`src/rtl/dsp_file_arbiter_pkg.sv`:
```
// ---------------------------------------------------------------------------
// dsp_file_arbiter_pkg
// Shared definitions for the DSP file-bank arbiter and its schedulers:
//   - arbiter state encodings (8-bit, same width as the equation engines)
//   - default abort timeout and file-port widths
//   - idx_width(): index width helper that never returns zero
// ---------------------------------------------------------------------------
package dsp_file_arbiter_pkg;

  localparam int FILE_NUM_W      = 8;
  localparam int FILE_DW         = 32;
  localparam int DEFAULT_TIMEOUT = 1024;

  typedef enum logic [7:0] {
    ST_IDLE   = 8'h00,
    ST_GRANT  = 8'h01,
    ST_ACTIVE = 8'h02
  } arb_state_e;

  // Width of an index able to address n items; at least one bit.
  function automatic int idx_width(input int n);
    return (n > 1) ? $clog2(n) : 1;
  endfunction

endpackage

```
`src/rtl/dsp_rr_pick.sv`:
```
// ---------------------------------------------------------------------------
// dsp_rr_pick
// Combinational round-robin priority picker. Searches req starting at
// last+1 and wrapping around; the first requester found wins.
// Ports:
//   req   in  NUM_EQ  request vector
//   last  in  IW      index of the previous winner
//   valid out 1       at least one request present
//   idx   out IW      winning index (0 when valid is low)
// ---------------------------------------------------------------------------
module dsp_rr_pick
  import dsp_file_arbiter_pkg::*;
#(
  parameter int NUM_EQ = 4
) (
  input  logic [NUM_EQ-1:0]                 req,
  input  logic [idx_width(NUM_EQ)-1:0]      last,
  output logic                              valid,
  output logic [idx_width(NUM_EQ)-1:0]      idx
);

  localparam int IW = idx_width(NUM_EQ);

  // cand[k] is the engine at search position k (k = 0 is last+1).
  logic [IW-1:0]     cand [NUM_EQ];
  logic [NUM_EQ-1:0] rot_req;

  for (genvar gi = 0; gi < NUM_EQ; gi++) begin : g_rot
    assign cand[gi]    = IW'((int'(last) + 1 + gi) % NUM_EQ);
    assign rot_req[gi] = req[cand[gi]];
  end

  // Scan from the far end so the nearest position overwrites last.
  always_comb begin
    valid = |rot_req;
    idx   = '0;
    for (int k = NUM_EQ - 1; k >= 0; k--) begin
      if (rot_req[k]) idx = cand[k];
    end
  end

endmodule

```
`src/rtl/dsp_file_arbiter.sv`:
```
// ---------------------------------------------------------------------------
// dsp_file_arbiter
// Round-robin arbiter sharing the single DSP file-bank port among NUM_EQ
// equation engines. One full transaction (strobe, active high, active low)
// is granted at a time; stalled grants are aborted after TIMEOUT cycles.
// Ports:
//   wb_clk, wb_rst        clock / synchronous active-high reset
//   eq_file_num           per-engine file number, engine i at [8i+7:8i]
//   eq_file_read/_write   per-engine level strobes
//   eq_file_write_data    per-engine write data, engine i at [dw*i +: dw]
//   eq_file_active        file_active routed to the granted engine only
//   eq_file_read_data     file_read_data broadcast
//   file_*                file-bank side of the shared port
//   grant                 one-hot current owner (0 when idle)
//   timeout_error         one-cycle pulse on abort
//   protocol_error        one-cycle pulse when a winner asserts read+write
// ---------------------------------------------------------------------------
module dsp_file_arbiter
  import dsp_file_arbiter_pkg::*;
#(
  parameter int NUM_EQ  = 4,
  parameter int TIMEOUT = DEFAULT_TIMEOUT,
  parameter int dw      = FILE_DW
) (
  input  logic                         wb_clk,
  input  logic                         wb_rst,
  input  logic [NUM_EQ*FILE_NUM_W-1:0] eq_file_num,
  input  logic [NUM_EQ-1:0]            eq_file_read,
  input  logic [NUM_EQ-1:0]            eq_file_write,
  input  logic [NUM_EQ*dw-1:0]         eq_file_write_data,
  output logic [NUM_EQ-1:0]            eq_file_active,
  output logic [dw-1:0]                eq_file_read_data,
  output logic [FILE_NUM_W-1:0]        file_num,
  output logic                         file_read,
  output logic                         file_write,
  output logic [dw-1:0]                file_write_data,
  input  logic                         file_active,
  input  logic [dw-1:0]                file_read_data,
  output logic [NUM_EQ-1:0]            grant,
  output logic                         timeout_error,
  output logic                         protocol_error
);

  localparam int IW = idx_width(NUM_EQ);
  localparam int TW = idx_width(TIMEOUT);

  arb_state_e            state_q;
  logic [NUM_EQ-1:0]     grant_q;
  logic [IW-1:0]         owner_q;
  logic [IW-1:0]         last_q;
  logic [TW-1:0]         timer_q;
  logic [FILE_NUM_W-1:0] file_num_q;
  logic                  file_read_q;
  logic                  file_write_q;
  logic [dw-1:0]         file_wdata_q;
  logic                  timeout_error_q;
  logic                  protocol_error_q;

  // Per-engine views of the packed input buses.
  logic [FILE_NUM_W-1:0] num_arr   [NUM_EQ];
  logic [dw-1:0]         wdata_arr [NUM_EQ];
  logic [NUM_EQ-1:0]     req;

  for (genvar gi = 0; gi < NUM_EQ; gi++) begin : g_unpack
    assign num_arr[gi]   = eq_file_num[FILE_NUM_W*gi +: FILE_NUM_W];
    assign wdata_arr[gi] = eq_file_write_data[dw*gi +: dw];
  end

  assign req = eq_file_read | eq_file_write;

  logic          pick_valid;
  logic [IW-1:0] pick_idx;

  dsp_rr_pick #(
    .NUM_EQ (NUM_EQ)
  ) u_pick (
    .req   (req),
    .last  (last_q),
    .valid (pick_valid),
    .idx   (pick_idx)
  );

  // Source engine: the fresh winner while idle, the owner otherwise.
  logic [IW-1:0]         sel_idx;
  logic                  sel_rd;
  logic                  sel_wr;
  logic [FILE_NUM_W-1:0] sel_num;
  logic [dw-1:0]         sel_wdata;

  assign sel_idx   = (state_q == ST_IDLE) ? pick_idx : owner_q;
  assign sel_rd    = eq_file_read[sel_idx];
  assign sel_wr    = eq_file_write[sel_idx];
  assign sel_num   = num_arr[sel_idx];
  assign sel_wdata = wdata_arr[sel_idx];

  always_ff @(posedge wb_clk) begin
    if (wb_rst) begin
      state_q          <= ST_IDLE;
      grant_q          <= '0;
      owner_q          <= '0;
      last_q           <= IW'(NUM_EQ - 1);
      timer_q          <= '0;
      file_num_q       <= '0;
      file_read_q      <= 1'b0;
      file_write_q     <= 1'b0;
      file_wdata_q     <= '0;
      timeout_error_q  <= 1'b0;
      protocol_error_q <= 1'b0;
    end else begin
      timeout_error_q  <= 1'b0;
      protocol_error_q <= 1'b0;
      case (state_q)
        ST_IDLE: begin
          // A stray file_active here is deliberately ignored.
          if (pick_valid) begin
            state_q          <= ST_GRANT;
            owner_q          <= pick_idx;
            grant_q          <= NUM_EQ'(1) << pick_idx;
            timer_q          <= '0;
            file_num_q       <= sel_num;
            file_wdata_q     <= sel_wdata;
            // Read wins when both strobes are raised.
            file_read_q      <= sel_rd;
            file_write_q     <= sel_wr & ~sel_rd;
            protocol_error_q <= sel_rd & sel_wr;
          end
        end
        ST_GRANT: begin
          if (file_active) begin
            state_q      <= ST_ACTIVE;
            file_read_q  <= 1'b0;
            file_write_q <= 1'b0;
          end else if (timer_q == TW'(TIMEOUT - 1)) begin
            state_q         <= ST_IDLE;
            grant_q         <= '0;
            last_q          <= owner_q;
            file_read_q     <= 1'b0;
            file_write_q    <= 1'b0;
            timeout_error_q <= 1'b1;
          end else if (!(sel_rd | sel_wr)) begin
            // Engine withdrew before the bank answered.
            state_q      <= ST_IDLE;
            grant_q      <= '0;
            last_q       <= owner_q;
            file_read_q  <= 1'b0;
            file_write_q <= 1'b0;
          end else begin
            timer_q      <= timer_q + TW'(1);
            file_num_q   <= sel_num;
            file_wdata_q <= sel_wdata;
            file_read_q  <= sel_rd;
            file_write_q <= sel_wr & ~sel_rd;
          end
        end
        ST_ACTIVE: begin
          file_read_q  <= 1'b0;
          file_write_q <= 1'b0;
          if (!file_active) begin
            state_q <= ST_IDLE;
            grant_q <= '0;
            last_q  <= owner_q;
          end
        end
        default: begin
          state_q      <= ST_IDLE;
          grant_q      <= '0;
          file_read_q  <= 1'b0;
          file_write_q <= 1'b0;
        end
      endcase
    end
  end

  // Handshake return path is combinational so engine latency is unchanged.
  logic in_xfer;
  assign in_xfer = (state_q == ST_GRANT) || (state_q == ST_ACTIVE);

  assign eq_file_active    = {NUM_EQ{file_active & in_xfer}} & grant_q;
  assign eq_file_read_data = file_read_data;

  assign file_num        = file_num_q;
  assign file_read       = file_read_q;
  assign file_write      = file_write_q;
  assign file_write_data = file_wdata_q;
  assign grant           = grant_q;
  assign timeout_error   = timeout_error_q;
  assign protocol_error  = protocol_error_q;

endmodule

```
`config.mk`:
```
export PLATFORM = sky130hd
export DESIGN_NAME = dsp_file_arbiter
export DESIGN_NICKNAME = d
export VERILOG_FILES = /design/src/rtl/dsp_file_arbiter_pkg.sv /design/src/rtl/dsp_rr_pick.sv /design/src/rtl/dsp_file_arbiter.sv
export SDC_FILE = /design/constraint.sdc
export NUM_CORES = 1
export LEC_CHECK = 0
export CAP_MARGIN = 20
export CORE_MARGIN = 2
export CORE_UTILIZATION = 37
export DETAILED_ROUTE_END_ITERATION = 7
export PLACE_DENSITY = 0.85
export SLEW_MARGIN = 20
export SYNTH_ARGS = -nofsm -noshare
export SYNTH_HDL_FRONTEND = slang
export SYNTH_SLANG_ARGS = --single-unit
export TNS_END_PERCENT = 10
```
`constraint.sdc`:
```
create_clock -name wb_clk -period 2.8 [get_ports wb_clk]
set_input_delay 0.42 -clock wb_clk [delete_from_list [all_inputs] [get_ports wb_clk]]
set_output_delay 0.42 -clock wb_clk [all_outputs]
set_load 0.005 [all_outputs]
```
## Word level (Yosys, flattened, before mapping)

Index checks and enable logic that the tools add are counted.

- Register bits: 70
- Input port bits: 203
- Output and inout port bits: 84
- Logic and storage cells: 122

- Add/sub/neg operators: 5
- Order comparisons: 6
- Eq/ne operators: 10
- Shifts and indexed selects: 1
- Multiplexer cells: 66
- Bitwise gates (word level): 11
- Reduce and logical (&&, ||, !) cells: 12

Operator list:

| cell | count |
|---|---|
| 2-to-1 mux 32 bit | 6 |
| 2-to-1 mux 8 bit | 11 |
| binary-select mux 32 bit (select 2 bit) | 1 |
| case mux 32 bit (2 select lines) | 1 |
| 2-to-1 mux 10 bit | 4 |
| case mux 8 bit (3 select lines) | 1 |
| 2-to-1 mux 4 bit | 5 |
| case mux 10 bit (2 select lines) | 1 |
| 2-to-1 mux 2 bit | 9 |
| binary-select mux 8 bit (select 2 bit) | 1 |
| case mux 8 bit (2 select lines) | 1 |
| less-than comparator 2 x 3 -> 1 bit, second input constant | 5 |
| 2-to-1 mux 1 bit | 15 |
| binary-select mux 1 bit (select 2 bit) | 6 |
| case mux 4 bit (3 select lines) | 1 |
| adder 10 x 1 -> 10 bit, second input constant | 1 |
| == test 10 bit, second input constant | 1 |
| inequality test 2 bit, second input constant | 5 |
| == test 8 x 1 -> 1 bit, second input constant | 1 |
| == test 8 x 2 -> 1 bit, second input constant | 1 |
| logical NOT 8 bit | 1 |
| AND reduction 4 bit | 2 |
| OR reduction 3 bit | 2 |
| AND reduction 5 bit | 1 |
| 19 further kinds | 28 |

## Longest topological paths before layout

- Depth after elaboration: 17
- Depth in mapped cells: 12
- Depth with buffers taken out: 9

## Modules after synthesis

A second synthesis with hierarchy kept.

- Cell total of the unflattened synthesis: 437
- Area, all modules: 4286.6 µm²

Modules (own cells, without submodules):

| module | instances | cells an instance | area an instance (µm²) | seq. area each (µm²) |
|---|---|---|---|---|
| dsp_file_arbiter | 1 | 423 | 4200.3 | 1281.2 |
| dsp_rr_pick | 1 | 14 | 86.3 | 0.0 |

## Least setup slack after synthesis

OpenSTA, ideal clock, no wires.

- Path type: input -> register
- Start: in eq_file_read[0]
- End: reg grant_q[0] (netlist: grant[0])
- Library setup time: 0.070 ns
- Arrival: 2.393 ns
- Data required time: 2.730 ns
- Setup slack: 0.336 ns
- Stages: 7
- Path buffers: 0
- Cell sequence: nor2_1 o211ai_2 a41oi_4 mux2_4 o21a_1 or4_1 a21oi_1

- Longest elaborated chain between the ends: 13
- Elaborated cells between the ends (all ways): 26
- Those cells by class: 2 x eq/ne; 1 x shift; 19 x mux; 2 x bitwise; 2 x reduce/logical

Ends and longest elaborated chain:

| what | line | RTL |
|---|---|---|
| start, declared | dsp_file_arbiter.sv:28 | `input logic [NUM_EQ-1:0] eq_file_read,` |
| OR 4 bit | dsp_file_arbiter.sv:69 | `assign req = eq_file_read \| eq_file_write;` |
| binary-select mux 1 bit (select 2 bit) | dsp_rr_pick.sv:30 | `assign rot_req[gi] = req[cand[gi]];` |
| 2-to-1 mux 1 bit (implied by the code) | dsp_rr_pick.sv:30 |  |
| 2-to-1 mux 2 bit (4 in series) | dsp_rr_pick.sv:38 | `if (rot_req[k]) idx = cand[k];` |
| 2-to-1 mux 2 bit | dsp_file_arbiter.sv:90 | `assign sel_idx = (state_q == ST_IDLE) ? pick_idx : owner_q;` |
| binary-select mux 1 bit (select 2 bit) (on tied branches) | dsp_file_arbiter.sv:91, dsp_file_arbiter.sv:92 |  |
| 2-to-1 mux 1 bit (on tied branches) | dsp_file_arbiter.sv:91, dsp_file_arbiter.sv:92 |  |
| OR 1 bit | dsp_file_arbiter.sv:140 | `end else if (!(sel_rd \| sel_wr)) begin` |
| inequality test 3 bit (no source line) | n/a |  |
| AND reduction 4 bit (no source line) | n/a |  |
| end signal, assigned | dsp_file_arbiter.sv:118 | `grant_q <= NUM_EQ'(1) << pick_idx;` |
| end, declared | dsp_file_arbiter.sv:48 | `logic [NUM_EQ-1:0] grant_q;` |

Several ways; a longest one is shown, not always the timed one. The select of a mux whose other input is x is not followed.
A chain may end at the register's enable or synchronous reset.

## Worst setup path after layout

- Start: in eq_file_write[1]
- End: reg timer_q[4]

- Longest elaborated chain between the ends: 13
- Elaborated cells between the ends (all ways): 23
- Those cells by class: 2 x eq/ne; 17 x mux; 2 x bitwise; 2 x reduce/logical

Ends and longest elaborated chain:

| what | line | RTL |
|---|---|---|
| start, declared | dsp_file_arbiter.sv:29 | `input logic [NUM_EQ-1:0] eq_file_write,` |
| OR 4 bit | dsp_file_arbiter.sv:69 |  |
| binary-select mux 1 bit (select 2 bit) | dsp_rr_pick.sv:30 |  |
| 2-to-1 mux 1 bit (implied by the code) | dsp_rr_pick.sv:30 |  |
| 2-to-1 mux 2 bit (4 in series) | dsp_rr_pick.sv:38 |  |
| 2-to-1 mux 2 bit | dsp_file_arbiter.sv:90 |  |
| binary-select mux 1 bit (select 2 bit) (on tied branches) | dsp_file_arbiter.sv:91, dsp_file_arbiter.sv:92 |  |
| 2-to-1 mux 1 bit (on tied branches) | dsp_file_arbiter.sv:91, dsp_file_arbiter.sv:92 |  |
| OR 1 bit | dsp_file_arbiter.sv:140 |  |
| inequality test 2 bit (no source line) | n/a |  |
| AND reduction 5 bit (no source line) (*) | n/a |  |
| end signal, assigned | dsp_file_arbiter.sv:148 | `timer_q <= timer_q + TW'(1);` |
| end, declared | dsp_file_arbiter.sv:51 | `logic [TW-1:0] timer_q;` |

Mark *: on every way between the ends. The rest lies on a longest branch, timed or not. The select of a mux whose other input is x is not followed.

==> results_dict.tcl <==
set metrics [dict create \
    outcome "completed" \
    drc 0 \
    period_share_pct 97.7 \
    slowest_stage "clkdlybuf4s50_1" \
    vias 5294 \
    leakage_nw 2.81 \
    p_switching_mw 1.70 \
    wl_per_cell_um 15.2 \
    die_y_um 112 \
    synth-edff-count 0 \
    start_util_pct 37.8 \
    grt_pass1_wl_um 23900 \
    antenna_found_initial 0 \
    yosysTopAreaCell "dfxtp_1" \
    synth-main-ff-cell "dfxtp_1" \
    antenna_left 0 \
    max-slew-margin-rel_pct 62.5 \
    core_um2 11400 \
    io_buffers 222 \
    clockPowerShare_pct 23.4 \
    yosysUniqueCellTypes 46 \
    final_cells 1013 \
    end_kind "register" \
    synth_most_common_cell "nand2_1" \
    gp_congestion 1.01 \
    finalNetCount 1072 \
    ys_async_sr_fraction_pct 0 \
    critPathKind "in -> reg" \
    cts_root_buffer "clkbuf_16" \
    grt_max_degree 54 \
    syn_area_um2 4300 \
    cts_buffers 9 \
    hpwl_um 11400 \
    via_per_inst 5.23 \
    synthTopCellsByCount "224 x nand2_1, 126 x nand3_1, 64 x dfxtp_1" \
    fp-row-count 39 \
    n_antenna_cell 0 \
    syn_nets 874 \
    track_usage_pct 23.2 \
    worst_slew_pin_slew_ns 0.563 \
    yosysWarnings 0 \
    overflow 0 \
    p_comb_share_pct 50.1 \
    p_int_mw 2.93 \
    yosys_register_bits 64 \
    ir_drop_uv 401 \
    total_power_mw 4.62 \
    finClkSkew_ns 0.00853 \
    fin_area_um2 7010 \
    wl_um 15400 \
    placed_area_um2 6660 \
    cpPeakStageDelay_ns 0.51 \
    switching_share_pct 36.7 \
    worst_path_most_repeated_cell "buf_4" \
    yosysSeqAreaShare_pct 29.8 \
    synthCells 667 \
    seqPwrFrac_pct 26.4 \
    path_cells "clkdlybuf4s50_1 > o21ba_2 > a211o_1 > o21a_2 > o32ai_1 > buf_4 > a21oi_4 > buf_4 > or3_1 > a21oi_1" \
    clk_pin_slew_ns 0.06 \
    clockBufferDepth 2 \
    cp.arrival_ns 2.99 \
    whs_ns 0.386 \
    min_period_ns 2.74 \
    final_layout_size_suffix_gt1_share_pct 9.31 \
    fin_util_pct 61.7 \
    rsz0062_at_grt "yes" \
    drtIter0Drc 301 \
    synth_top_area_share_pct 29.8 \
    crit_fanout 8 \
    drv_cap 0 \
    setup_viol 0 \
    required_ns 3.05 \
    tritoncts "built" \
    area_growth_pct 63.2 \
    clock_latency_ns 0.33 \
    power_density_nw_per_um2 659 \
    nFillCells 1009 \
    grt_pass1_vias 4918 \
    die_w_um 112 \
    slew_violations 0 \
    io_pins 287 \
    syn_avg_cell_area_um2 6.44 \
    dp.cells 997 \
    cts_sinks 64 \
    max_clock_freq_mhz 365 \
    start_kind "primary input" \
    hold_path_class "in -> reg" \
    htreeDepth 3 \
    die-area_um2 12500 \
    cts_setup_buffers 0 \
    dr.pass1.iters 5 \
    critPathBufInv 3 \
    ys_top_cells_by_area "dfxtp_1 30%, nand2_1 20%, nand3_1 15%" \
    finalHoldViolCount 0 \
    crit_family "compound AO/OA/AOI/OAI gates" \
]
==> metal layers <==
metal | global-route usage (%) | wire (um)
met3 | 5.82 | 1070
met5 | 0 | 0
met4 | 8.72 | 548
met1 | 27.2 | 6040
met2 | 40.8 | 7790
==> stage by stage <==
stage,worst slack (ns),TNS [ns]
final,0.0638,0
after global routing,-0.0371,-0.0947
after CTS,0.0787,0
after detailed placement,-0.187,-5.73
after global placement,-0.165,-4.94
after floorplan,0.336,0
==> layout make-up <==
| class | instances | area (um^2) | area share [%] |
|---|---|---|---|
| Clock buffer | 10 | 229 | 3.27 |
| Inverter | 6 | 22.5 | 0.321 |
| Timing Repair Buffer | 265 | 2590 | 36.9 |
| Tap cell | 143 | 179 | 2.55 |
| Sequential cell | 64 | 1280 | 18.3 |
| Multi-Input combinational cell | 519 | 2650 | 37.8 |
| Clock inverter | 6 | 60.1 | 0.857 |
==> kinds of logic (layout without fill, tap and decap cells) <==
family / Yosys count / in the layout / synth area share [%]
and+or+nand+nor: 401 / 401 / 41.2
AOI/OAI and AO/OA: 105 / 105 / 15.1
buffers and inverters: 84 / 287 / 10.5
DFF: 64 / 64 / 29.8
muxes: 8 / 8 / 2.01
adders and majority gates: 4 / 4 / 1.16
xor gates and xnor gates: 1 / 1 / 0.204
==> power by group through the flow <==
stage	clock network [mW]	logic (mW)	registers, mW
CTS	1.11	2.30	1.22
detailed placement	0	2.28	1.24
floorplan	0	1.18	1.24
finish	1.08	2.32	1.22
global route	1.16	2.54	1.24
global placement	0	2.27	1.23
==> timing repair <==
action,CTS,global route
resized for setup,0,13
hold buffers,0,0
endpoints found under the setup margin,0,30
==> final timing paths <==
path,startpoint,to,slack (ns),cells after the start
worst max-delay path,eq_file_write[1],timer_q[4]$_SDFFE_PP0P_,0.06,10
worst min register to register,file_write_data[27]$_SDFFE_PP0P_,file_write_data[27]$_SDFFE_PP0P_,0.45,2
worst max register to register,state_q[1]$_SDFFE_PP0P_,timer_q[4]$_SDFFE_PP0P_,0.13,11
worst min-delay path,wb_rst,state_q[1]$_SDFFE_PP0P_,0.39,2
==> placed cells by master (no fill, tap or decap), drive strengths merged, types with 5 or more instances in the layout <==
master	count
a21oi	60
and3	7
buf	44
clkbuf	10
clkdlybuf4s50	218
dfxtp	64
inv	6
mux2i	6
nand2	224
nand3	126
nor2	14
o21ai	16
or3	5
==> sequential cells by signal (all words and copies together) (netlist names) <==
register	flops
file_write_data	32
timer_q	10
file_num	8
grant	4
last_q	2
owner_q	2
state_q	2
file_read	1
file_write	1
protocol_error	1
timeout_error	1
No activity file was read; power rests on OpenSTA's default activity.
